===== config.mk =====
export PLATFORM = sky130hd
export DESIGN_NAME = processor
export DESIGN_NICKNAME = d
export VERILOG_FILES = /design/src/rtl/processor_pkg.sv /design/src/rtl/processor_alu.sv /design/src/rtl/processor.sv
export SDC_FILE = /design/constraint.sdc
export NUM_CORES = 1
export LEC_CHECK = 0
export ABC_CLOCK_PERIOD_IN_PS = 14900
export BUFFER_PORTS_ARGS = -buffer_cell sky130_fd_sc_hd__buf_2
export CAP_MARGIN = 15
export CORE_UTILIZATION = 45
export DETAILED_ROUTE_END_ITERATION = 12
export REMOVE_ABC_BUFFERS = 1
export SLEW_MARGIN = 20
export SYNTH_ARGS = -nofsm -noshare
export SYNTH_HDL_FRONTEND = slang
export SYNTH_SLANG_ARGS = --single-unit

===== constraint.sdc =====
create_clock -name clk -period 14.9 [get_ports clk]
set_input_delay 2.235 -clock clk [delete_from_list [all_inputs] [get_ports clk]]
set_output_delay 2.235 -clock clk [all_outputs]
set_load 0.05 [all_outputs]

===== src/rtl/processor_pkg.sv =====
// rtl/processor_pkg.sv - shared widths, opcodes, register indices and state/ALU enums
package processor_pkg;

  localparam int DEF_REG_WIDTH           = 12;
  localparam int DEF_INS_WIDTH           = 8;
  localparam int DEF_INS_MEM_ADDR_WIDTH  = 8;
  localparam int DEF_DATA_MEM_ADDR_WIDTH = 12;

  localparam logic [7:0] OP_NOP   = 8'h00;
  localparam logic [7:0] OP_END   = 8'h01;
  localparam logic [7:0] OP_CLAC  = 8'h02;
  localparam logic [7:0] OP_LDAC  = 8'h03;
  localparam logic [7:0] OP_STAC  = 8'h04;
  localparam logic [7:0] OP_INCAC = 8'h05;
  localparam logic [7:0] OP_DECAC = 8'h06;
  localparam logic [7:0] OP_LDIAC = 8'h70;
  localparam logic [7:0] OP_JMPZ  = 8'h80;
  localparam logic [7:0] OP_JMPNZ = 8'h81;
  localparam logic [7:0] OP_JMP   = 8'h82;

  // Upper nibble of the register-operand instruction family 0xHr
  localparam logic [3:0] HI_MVACR = 4'h1;
  localparam logic [3:0] HI_MVRAC = 4'h2;
  localparam logic [3:0] HI_ADD   = 4'h3;
  localparam logic [3:0] HI_SUB   = 4'h4;
  localparam logic [3:0] HI_MUL   = 4'h5;
  localparam logic [3:0] HI_INCR  = 4'h6;

  localparam logic [2:0] RI_AR = 3'd0;
  localparam logic [2:0] RI_R  = 3'd1;
  localparam logic [2:0] RI_R1 = 3'd2;
  localparam logic [2:0] RI_R2 = 3'd3;
  localparam logic [2:0] RI_R3 = 3'd4;
  localparam logic [2:0] RI_R4 = 3'd5;
  localparam logic [2:0] RI_R5 = 3'd6;
  localparam logic [2:0] RI_TR = 3'd7;
  localparam int         NUM_REGS = 8;

  typedef enum logic [2:0] {
    S_IDLE,
    S_FETCH,
    S_LOADIR,
    S_EXEC,
    S_LDWAIT,
    S_OPWAIT,
    S_DONE
  } state_t;

  typedef enum logic [2:0] {
    ALU_PASS,
    ALU_CLR,
    ALU_INC,
    ALU_DEC,
    ALU_ADD,
    ALU_SUB,
    ALU_MUL
  } alu_op_t;

endpackage


===== src/rtl/processor_alu.sv =====
// rtl/processor_alu.sv - combinational accumulator ALU: result = AC op B, plus zero flag
module processor_alu
  import processor_pkg::*;
#(
  parameter int REG_WIDTH = DEF_REG_WIDTH
) (
  input  alu_op_t              i_op,
  input  logic [REG_WIDTH-1:0] i_ac,
  input  logic [REG_WIDTH-1:0] i_b,
  output logic [REG_WIDTH-1:0] o_result,
  output logic                 o_zero
);

  // All results are taken in REG_WIDTH context, so every op wraps modulo 2^REG_WIDTH
  always_comb begin
    o_result = i_b;
    case (i_op)
      ALU_PASS: o_result = i_b;
      ALU_CLR:  o_result = '0;
      ALU_INC:  o_result = i_ac + REG_WIDTH'(1);
      ALU_DEC:  o_result = i_ac - REG_WIDTH'(1);
      ALU_ADD:  o_result = i_ac + i_b;
      ALU_SUB:  o_result = i_ac - i_b;
      ALU_MUL:  o_result = i_ac * i_b;
      default:  o_result = i_b;
    endcase
    o_zero = (o_result == '0);
  end

endmodule


===== src/rtl/processor.sv =====
// rtl/processor.sv - multi-cycle 12-bit accumulator processor core with external ins/data memories
module processor
  import processor_pkg::*;
#(
  parameter int REG_WIDTH           = DEF_REG_WIDTH,
  parameter int INS_WIDTH           = DEF_INS_WIDTH,
  parameter int INS_MEM_ADDR_WIDTH  = DEF_INS_MEM_ADDR_WIDTH,
  parameter int DATA_MEM_ADDR_WIDTH = DEF_DATA_MEM_ADDR_WIDTH
) (
  input  logic                           clk,
  input  logic                           rstN,
  input  logic                           startN,
  input  logic [REG_WIDTH-1:0]           ProcessorDataIn,
  input  logic [INS_WIDTH-1:0]           InsMemOut,
  output logic [REG_WIDTH-1:0]           ProcessorDataOut,
  output logic [DATA_MEM_ADDR_WIDTH-1:0] dataMemAddr,
  output logic [INS_MEM_ADDR_WIDTH-1:0]  insMemAddr,
  output logic                           DataMemWrEn,
  output logic                           done,
  output logic                           ready
);

  state_t                        r_state;
  state_t                        w_state_nxt;
  logic [REG_WIDTH-1:0]          r_ac;
  logic [REG_WIDTH-1:0]          r_regs [NUM_REGS];
  logic [INS_MEM_ADDR_WIDTH-1:0] r_pc;
  logic [INS_WIDTH-1:0]          r_ir;
  logic                          r_z;

  logic [3:0]                    w_hi;
  logic [2:0]                    w_ri;
  logic [REG_WIDTH-1:0]          w_rv;
  logic [REG_WIDTH-1:0]          w_operand;
  logic [INS_MEM_ADDR_WIDTH-1:0] w_pc_inc;
  logic [INS_MEM_ADDR_WIDTH-1:0] w_pc_nxt;
  alu_op_t                       w_alu_op;
  logic [REG_WIDTH-1:0]          w_alu_b;
  logic [REG_WIDTH-1:0]          w_alu_res;
  logic                          w_alu_z;
  logic                          w_ac_we;
  logic                          w_z_we;
  logic                          w_reg_we;
  logic [REG_WIDTH-1:0]          w_reg_wdata;
  logic                          w_ir_we;
  logic                          w_wr_en;

  assign w_hi      = r_ir[7:4];
  assign w_ri      = r_ir[2:0];
  assign w_rv      = r_regs[w_ri];
  assign w_operand = {{(REG_WIDTH-INS_WIDTH){1'b0}}, InsMemOut};
  assign w_pc_inc  = r_pc + INS_MEM_ADDR_WIDTH'(1);

  processor_alu #(
    .REG_WIDTH (REG_WIDTH)
  ) u_alu (
    .i_op     (w_alu_op),
    .i_ac     (r_ac),
    .i_b      (w_alu_b),
    .o_result (w_alu_res),
    .o_zero   (w_alu_z)
  );

  always_ff @(posedge clk or negedge rstN) begin
    if (!rstN) begin
      r_state <= S_IDLE;
    end else begin
      r_state <= w_state_nxt;
    end
  end

  always_comb begin
    w_state_nxt = r_state;
    w_pc_nxt    = r_pc;
    w_alu_op    = ALU_PASS;
    w_alu_b     = w_rv;
    w_ac_we     = 1'b0;
    w_z_we      = 1'b0;
    w_reg_we    = 1'b0;
    w_reg_wdata = r_ac;
    w_ir_we     = 1'b0;
    w_wr_en     = 1'b0;
    case (r_state)
      S_IDLE, S_DONE: begin
        if (!startN) begin
          w_pc_nxt    = '0;
          w_state_nxt = S_FETCH;
        end
      end
      S_FETCH: w_state_nxt = S_LOADIR;
      S_LOADIR: begin
        w_ir_we     = 1'b1;
        w_pc_nxt    = w_pc_inc;
        w_state_nxt = S_EXEC;
      end
      S_EXEC: begin
        w_state_nxt = S_FETCH;
        case (r_ir)
          OP_END:   w_state_nxt = S_DONE;
          OP_CLAC:  begin w_alu_op = ALU_CLR; w_ac_we = 1'b1; w_z_we = 1'b1; end
          OP_LDAC:  w_state_nxt = S_LDWAIT;
          OP_STAC:  w_wr_en = 1'b1;
          OP_INCAC: begin w_alu_op = ALU_INC; w_ac_we = 1'b1; w_z_we = 1'b1; end
          OP_DECAC: begin w_alu_op = ALU_DEC; w_ac_we = 1'b1; w_z_we = 1'b1; end
          OP_LDIAC, OP_JMPZ, OP_JMPNZ, OP_JMP: w_state_nxt = S_OPWAIT;
          default: begin
            // Register-operand family; IR[3] set or other nibbles fall through as NOP
            if (!r_ir[3]) begin
              case (w_hi)
                HI_MVACR: w_reg_we = 1'b1;
                HI_MVRAC: begin w_alu_op = ALU_PASS; w_ac_we = 1'b1; end
                HI_ADD:   begin w_alu_op = ALU_ADD; w_ac_we = 1'b1; w_z_we = 1'b1; end
                HI_SUB:   begin w_alu_op = ALU_SUB; w_ac_we = 1'b1; w_z_we = 1'b1; end
                HI_MUL:   begin w_alu_op = ALU_MUL; w_ac_we = 1'b1; w_z_we = 1'b1; end
                HI_INCR: begin
                  w_reg_we    = 1'b1;
                  w_reg_wdata = w_rv + REG_WIDTH'(1);
                end
                default: ;
              endcase
            end
          end
        endcase
      end
      S_LDWAIT: begin
        w_alu_b     = ProcessorDataIn;
        w_ac_we     = 1'b1;
        w_z_we      = 1'b1;
        w_state_nxt = S_FETCH;
      end
      S_OPWAIT: begin
        w_state_nxt = S_FETCH;
        w_pc_nxt    = w_pc_inc;
        case (r_ir)
          OP_LDIAC: begin w_alu_b = w_operand; w_ac_we = 1'b1; w_z_we = 1'b1; end
          OP_JMP:   w_pc_nxt = InsMemOut[INS_MEM_ADDR_WIDTH-1:0];
          OP_JMPZ:  if (r_z) w_pc_nxt = InsMemOut[INS_MEM_ADDR_WIDTH-1:0];
          OP_JMPNZ: if (!r_z) w_pc_nxt = InsMemOut[INS_MEM_ADDR_WIDTH-1:0];
          default: ;
        endcase
      end
      default: w_state_nxt = S_IDLE;
    endcase
  end

  always_ff @(posedge clk or negedge rstN) begin
    if (!rstN) begin
      r_ac <= '0;
      r_pc <= '0;
      r_ir <= '0;
      r_z  <= 1'b0;
      for (int i = 0; i < NUM_REGS; i++) begin
        r_regs[i] <= '0;
      end
    end else begin
      r_pc <= w_pc_nxt;
      if (w_ir_we)  r_ir <= InsMemOut;
      if (w_ac_we)  r_ac <= w_alu_res;
      if (w_z_we)   r_z <= w_alu_z;
      if (w_reg_we) r_regs[w_ri] <= w_reg_wdata;
    end
  end

  assign ProcessorDataOut = r_ac;
  assign dataMemAddr      = r_regs[RI_AR][DATA_MEM_ADDR_WIDTH-1:0];
  assign insMemAddr       = r_pc;
  assign DataMemWrEn      = w_wr_en;
  assign done             = (r_state == S_DONE);
  assign ready            = (r_state == S_IDLE);

endmodule


# [Yosys cells after proc, flatten, opt, wreduce, memory -nomap -nowiden]
# Cells that the tools add are included.
[word_totals] regBits=128 latchBits=0 mem_bits_rw=0 mem_bits_ro=0 mem_count=0
[classes] addsub=6 mul=1 div=0 order_cmp=2 n_eq_ne=29 shifts=0 n_mux=41 bitwise_logic=1 reduce_logical=14
[ops] operator="$bwmux 96" count=1
[ops] operator="$mux 12" count=8
[ops] operator="$pmux 12 s6" count=1
[ops] operator="$pmux 8 s3" count=2
[ops] operator="$bmux 12 s3" count=1
[ops] operator="$demux 12 s3" count=1
[ops] operator="$add 12x1->12 const B" count=2
[ops] operator="$eq 8x3->1 const B" count=3
[ops] operator="$eq 8x8->1 const B" count=3
[ops] operator="$mux 8" count=3
[ops] operator="$pmux 12 s2" count=1
[ops] operator="$eq 3x3->1 const B" count=6
[ops] operator="$pmux 3 s3" count=2
[ops] operator="$eq 8x2->1 const B" count=2
[ops] operator="$pmux 3 s5" count=1
[ops] operator="$add 12x12->12" count=1
[ops] operator="$eq 3x2->1 const B" count=4
[ops] operator="$eq 4x3->1 const B" count=3
[ops] operator="$logic_not 12->1" count=1
[ops] operator="$mul 12x12->12" count=1
[ops] operator="$mux 1" count=12
[ops] operator="$pmux 3 s4" count=1
[ops] operator="$sub 12x1->12 const B" count=1
[ops] operator="$sub 12x12->12" count=1
[ops] operator="22 further kinds" count=32

# [Logic depth before layout (Yosys ltp)]
[logic_depth] word_depth=10 ltp_mapped=28

# [Modules after synthesis]
# Synthesis repeated with hierarchy kept, for this count alone.
[unflattened] hier_cells=1104 hier_area_um2=9994.6
[modules_own_cells] mod="processor" n_inst=1 cells_each=695 area_each_um2=6871.6 seq_area_each_um2=3203.1
[modules_own_cells] mod="processor_alu" n_inst=1 cells_each=409 area_each_um2=3123.0 seq_area_each_um2=0.0

# [Least setup slack after synthesis]
# OpenSTA, ideal clock, no wires.
[synth_path] path_kind="input port to flip-flop" start="input ProcessorDataIn[4]" end="register r_ac[11], in the netlist ProcessorDataOut[11]" t_arrival_ps=7089 t_required_ps=14775 slack_ps=7686 path_stages=20 path_cell_list="nor2b_1 -> a41oi_1 -> o22ai_1 -> clkbuf_1 -> nand2_1 -> fa_1 -> fa_1 -> fa_1 -> fa_1 -> fa_1 -> xnor2_1 -> xnor2_1 -> xnor2_1 -> xnor2_1 -> xnor2_1 -> xnor2_1 -> xnor2_1 -> xnor2_1 -> a221o_1 -> mux2_4"
[synth_via] elab_chain_cells=3
[synth_lines] element="start, declared" line_no="processor.sv:13" rtl="input logic [REG_WIDTH-1:0] ProcessorDataIn,"
[synth_lines] element="$pmux 12 s2 *" line_no="processor.sv:83" rtl="case (r_state)"
[synth_lines] element="$mul 12x12->12, or another cell as far along" line_no="processor_alu.sv:24" rtl="ALU_MUL: o_result = i_ac * i_b;"
[synth_lines] element="$pmux 12 s6 *" line_no="processor_alu.sv:17" rtl="case (i_op)"
[synth_lines] element="end signal, assigned" line_no="processor.sv:158" rtl="if (w_ac_we) r_ac <= w_alu_res;"
[synth_lines] element="end, declared" line_no="processor.sv:25" rtl="logic [REG_WIDTH-1:0] r_ac;"
# Every way passes the cells marked *; elsewhere a longest branch is shown, timed or not.
# A chain may end at the register's enable or synchronous reset.

# [Worst setup path in the final report]
[layout_path] start="input ProcessorDataIn[5]" end="register r_ac[11], in the netlist ProcessorDataOut[11]"
# The elaborated chain is that of the path after synthesis.

==> impl_metrics.ini <==
[cells_and_area]
layout-drive-gt1-share_pct = 19.9
final_design_area_no_fill_sq_mm = 0.0111
final_core_utilization_pct = 50.5
areaGrowthSynthToFinish_pct = 9.54
final.fill_count = 2069
antenna_cells_inserted = 0
design.final.nets = 1204

[worst_setup_path]
critPathLaunch = ProcessorDataIn[5]
endpoint_kind = register
start_kind = input pin
endpoint = ProcessorDataOut[11]$_DFFE_PN0P_
ff2ff_setup_slack_ps = 7770
path_max_fanout = 10
cpPeakStageDelay_ps = 680
worstReg2RegEnd = ProcessorDataOut[11]$_DFFE_PN0P_
worst_r2r_startpoint = r_ir[1]$_DFFE_PN0P_
crit_arrival_ps = 7690
timing.critical_path.cells = buf_2 -> nor2b_1 -> a41oi_1 -> o22ai_2 -> nand2_1 -> fa_1 -> fa_1 -> fa_1 -> fa_1 -> fa_1 -> xnor2_1 -> xnor2_1 -> xnor2_1 -> xnor2_1 -> xnor2_1 -> xnor2_1 -> xnor2_1 -> xnor2_1 -> a221o_1 -> mux2_4
worst_ep_required_time_ps = 15220
cp_slowest_cell = sky130_fd_sc_hd__o22ai_2
rr_worst_depth = 23
setup.worst_path.class = in -> reg
cp_common_cell = sky130_fd_sc_hd__xnor2_1

[cts]
cts_buffers = 17
hold_buffers = 0
cts.path.max_buffers = 2
worst_setup_hold_path_clk_slew_ps = 70
clk_root_buffer_cell = sky130_fd_sc_hd__clkbuf_16
insertion_delay_of_the_later_clocked_pin_in_the_worst_skew_pair_ps = 430
cts_htree_levels = 4
cts_tree = yes
postCtsSetupBuffers = 0
cts-resized-gates = 0
cts.sinks = 128

[drt]
drt_pre_antenna_iters = 9
drtAntennaViolNets = 0
wire_length_per_cell_after_detailed_routing_um = 20.0
detail_route.vias_per_cell = 5.84
postRouteWirelength_mm = 27.8
detailed_router_s_first_iteration_violation_count = 572
vias = 8126
drc_violation_count_after_routing = 4

[placed_design]
place.detailed.hpwl_mm = 19.3
gp_congestion = 0.916
post_dp_cell_area_sq_mm = 0.0105
placement.setup.worst_slack_ps = 7110
count_of_buffers_inserted_at_the_top_level_ports = 57

[synthesis]
seq_area_frac_synth_pct = 31.6
number_of_synthesized_flops_with_an_enable_pin = 0
synthesis.area_per_instance_sq_um = 9.43
ys_seq_elements = 128
yosys_warnings = 0
synthesis.instances = 1074
synth_cell_type_count = 82
dominantRegCellSynth = sky130_fd_sc_hd__dfrtp_1
synth_async_sr_flop_share_pct = 100
synth.cell_area_sq_mm = 0.0101

[timing]
finalSetupTns_ps = 0
finalHoldViolCount = 0
finalWorstPathRequiredPeriod_ps = 7370
report.final.setup_viol = 0
timing_worst_slew_pin_value_ps = 969
period_share_pct = 49.4
timing.slew.headroom_pct = 35.2
fmaxAchievable_mhz = 136
finalClockSkew_ps = 13.5
rsz_0062_raised_after_global_routing = false
setup_ws_ps = 7530
slew_viol_final = 0

[global_routing]
antenna_found_initial = 0
grt_pass1_vias = 7997
maximum_number_of_pins_on_one_net_before_global_route_repair = 71
grt_util_all_layers_pct = 25.0
grt_first_pass_wirelength_mm = 44.6
globalRouteOverflowTotal = 0

[run_status]
outcome = finished with violations
failed_checks = design-rule violations

[floorplan]
dieHeight_um = 152
floorplan.core_area_sq_mm = 0.0220
die_area_sq_mm = 0.0231
fp.dieW_um = 152
io_pins = 58
rows = 54
initial_core_util_pct = 46.1

[min_path]
hold_class = reg -> reg

[flow_run]
maximum_capacitance_violations = 0
==> cells by family (layout without fill, tap and decap cells) <==
group,count (synthesis),in the layout,synth area share (%)
buffers and inverters,153,190,7.02
and+or+nand+nor,332,332,16.0
muxes,117,117,13.4
DFF,128,128,31.6
xor gates and xnor gates,55,55,4.89
AOI/OAI and AO/OA,206,206,13.8
adders and majority gates,83,83,13.2
==> registers in the layout (all words and copies together), names as in the netlist <==
name              count
r_ir                  8
ProcessorDataOut     12
r_state               3
r_regs               84
r_z                   1
dataMemAddr          12
insMemAddr            8
==> worst max-delay path: cells and delay by family <==
family | cells | cell delay (ps)
XOR/XNOR | 8 | 1190
AND/OR/NAND/NOR | 2 | 310
multiplexers | 1 | 260
AO/OA/AOI/OAI | 3 | 1100
buffers and inverters | 1 | 70
adder cells (fa/ha/maj) | 5 | 2500
==> metrics by stage <==
step	hold WS (ps)	std cells
2_1_floorplan	442	1005
3_3_place_gp	456	1359
3_5_place_dp	464	1359
4_1_cts	479	1391
5_1_grt	498	1391
6_report	476	1391
==> synth_stat cells (15+ instances only) <==
cell type	n	area share [%]
sky130_fd_sc_hd__o21ai_0	37	1.8
sky130_fd_sc_hd__inv_1	83	3.1
sky130_fd_sc_hd__clkbuf_1	35	1.3
sky130_fd_sc_hd__nand2b_1	20	1.2
sky130_fd_sc_hd__buf_4	15	1.1
sky130_fd_sc_hd__nor2_1	86	3.2
sky130_fd_sc_hd__mux2_2	87	9.7
sky130_fd_sc_hd__xor2_1	15	1.3
sky130_fd_sc_hd__and2_1	18	1.1
sky130_fd_sc_hd__nand3_1	18	0.89
sky130_fd_sc_hd__mux2i_1	15	1.5
sky130_fd_sc_hd__nand2_1	111	4.1
sky130_fd_sc_hd__fa_1	40	7.9
sky130_fd_sc_hd__a21oi_1	57	2.8
sky130_fd_sc_hd__nor2b_1	19	1.2
sky130_fd_sc_hd__ha_1	43	5.3
sky130_fd_sc_hd__xnor2_1	39	3.4
sky130_fd_sc_hd__dfrtp_1	128	32
==> how the worst min path moves through the flow <==
| stage | from | end | slack, ps | depth (start not counted) |
|---|---|---|---|---|
| final | r_regs[52]$_DFFE_PN0P_ | r_regs[52]$_DFFE_PN0P_ | 480 | 2 |
| after detailed placement | r_regs[52]$_DFFE_PN0P_ | r_regs[52]$_DFFE_PN0P_ | 460 | 2 |
| after floorplan | r_regs[52]$_DFFE_PN0P_ | r_regs[52]$_DFFE_PN0P_ | 440 | 2 |
| after global routing | r_regs[52]$_DFFE_PN0P_ | r_regs[52]$_DFFE_PN0P_ | 500 | 2 |
| after CTS | r_regs[52]$_DFFE_PN0P_ | r_regs[52]$_DFFE_PN0P_ | 480 | 2 |
| after global placement | r_regs[52]$_DFFE_PN0P_ | r_regs[52]$_DFFE_PN0P_ | 460 | 2 |
==> area by class of cell <==
cell class / count / area, sq um / area share (%)
Clock buffer: 17 / 425 / 3.84
Inverter: 84 / 315 / 2.84
Tap cell: 280 / 350 / 3.16
Clock inverter: 15 / 146 / 1.32
Multi-Input combinational cell: 793 / 6230 / 56.2
Timing Repair Buffer: 74 / 419 / 3.78
Sequential cell: 128 / 3200 / 28.9
==> cell usage in the layout (no fill, tap or decap), drive strengths merged, types with 19 or more instances in the layout <==
master	instances
mux2	98
buf	74
xnor2	39
nand2	112
dfrtp	128
o21ai	40
fa	40
a21oi	57
nand2b	20
nor2b	19
ha	43
inv	93
nor2	86
==> metal layers <==
| metal | global-route usage [%] | wire, um | vias to the layer above | part of all wire [%] |
|---|---|---|---|---|
| met5 | 0 | 0 | - | 0 |
| met4 | 10.9 | 939 | 0 | 3.4 |
| met3 | 4.59 | 1320 | 61 | 4.7 |
| met2 | 39.7 | 12800 | 233 | 46 |
| met1 | 33.6 | 12700 | 4069 | 46 |
| li1 | - | - | 3763 | - |
Power is not shown: default switching activity piles up to over one toggle a cycle in this logic, so the estimate is an artifact.
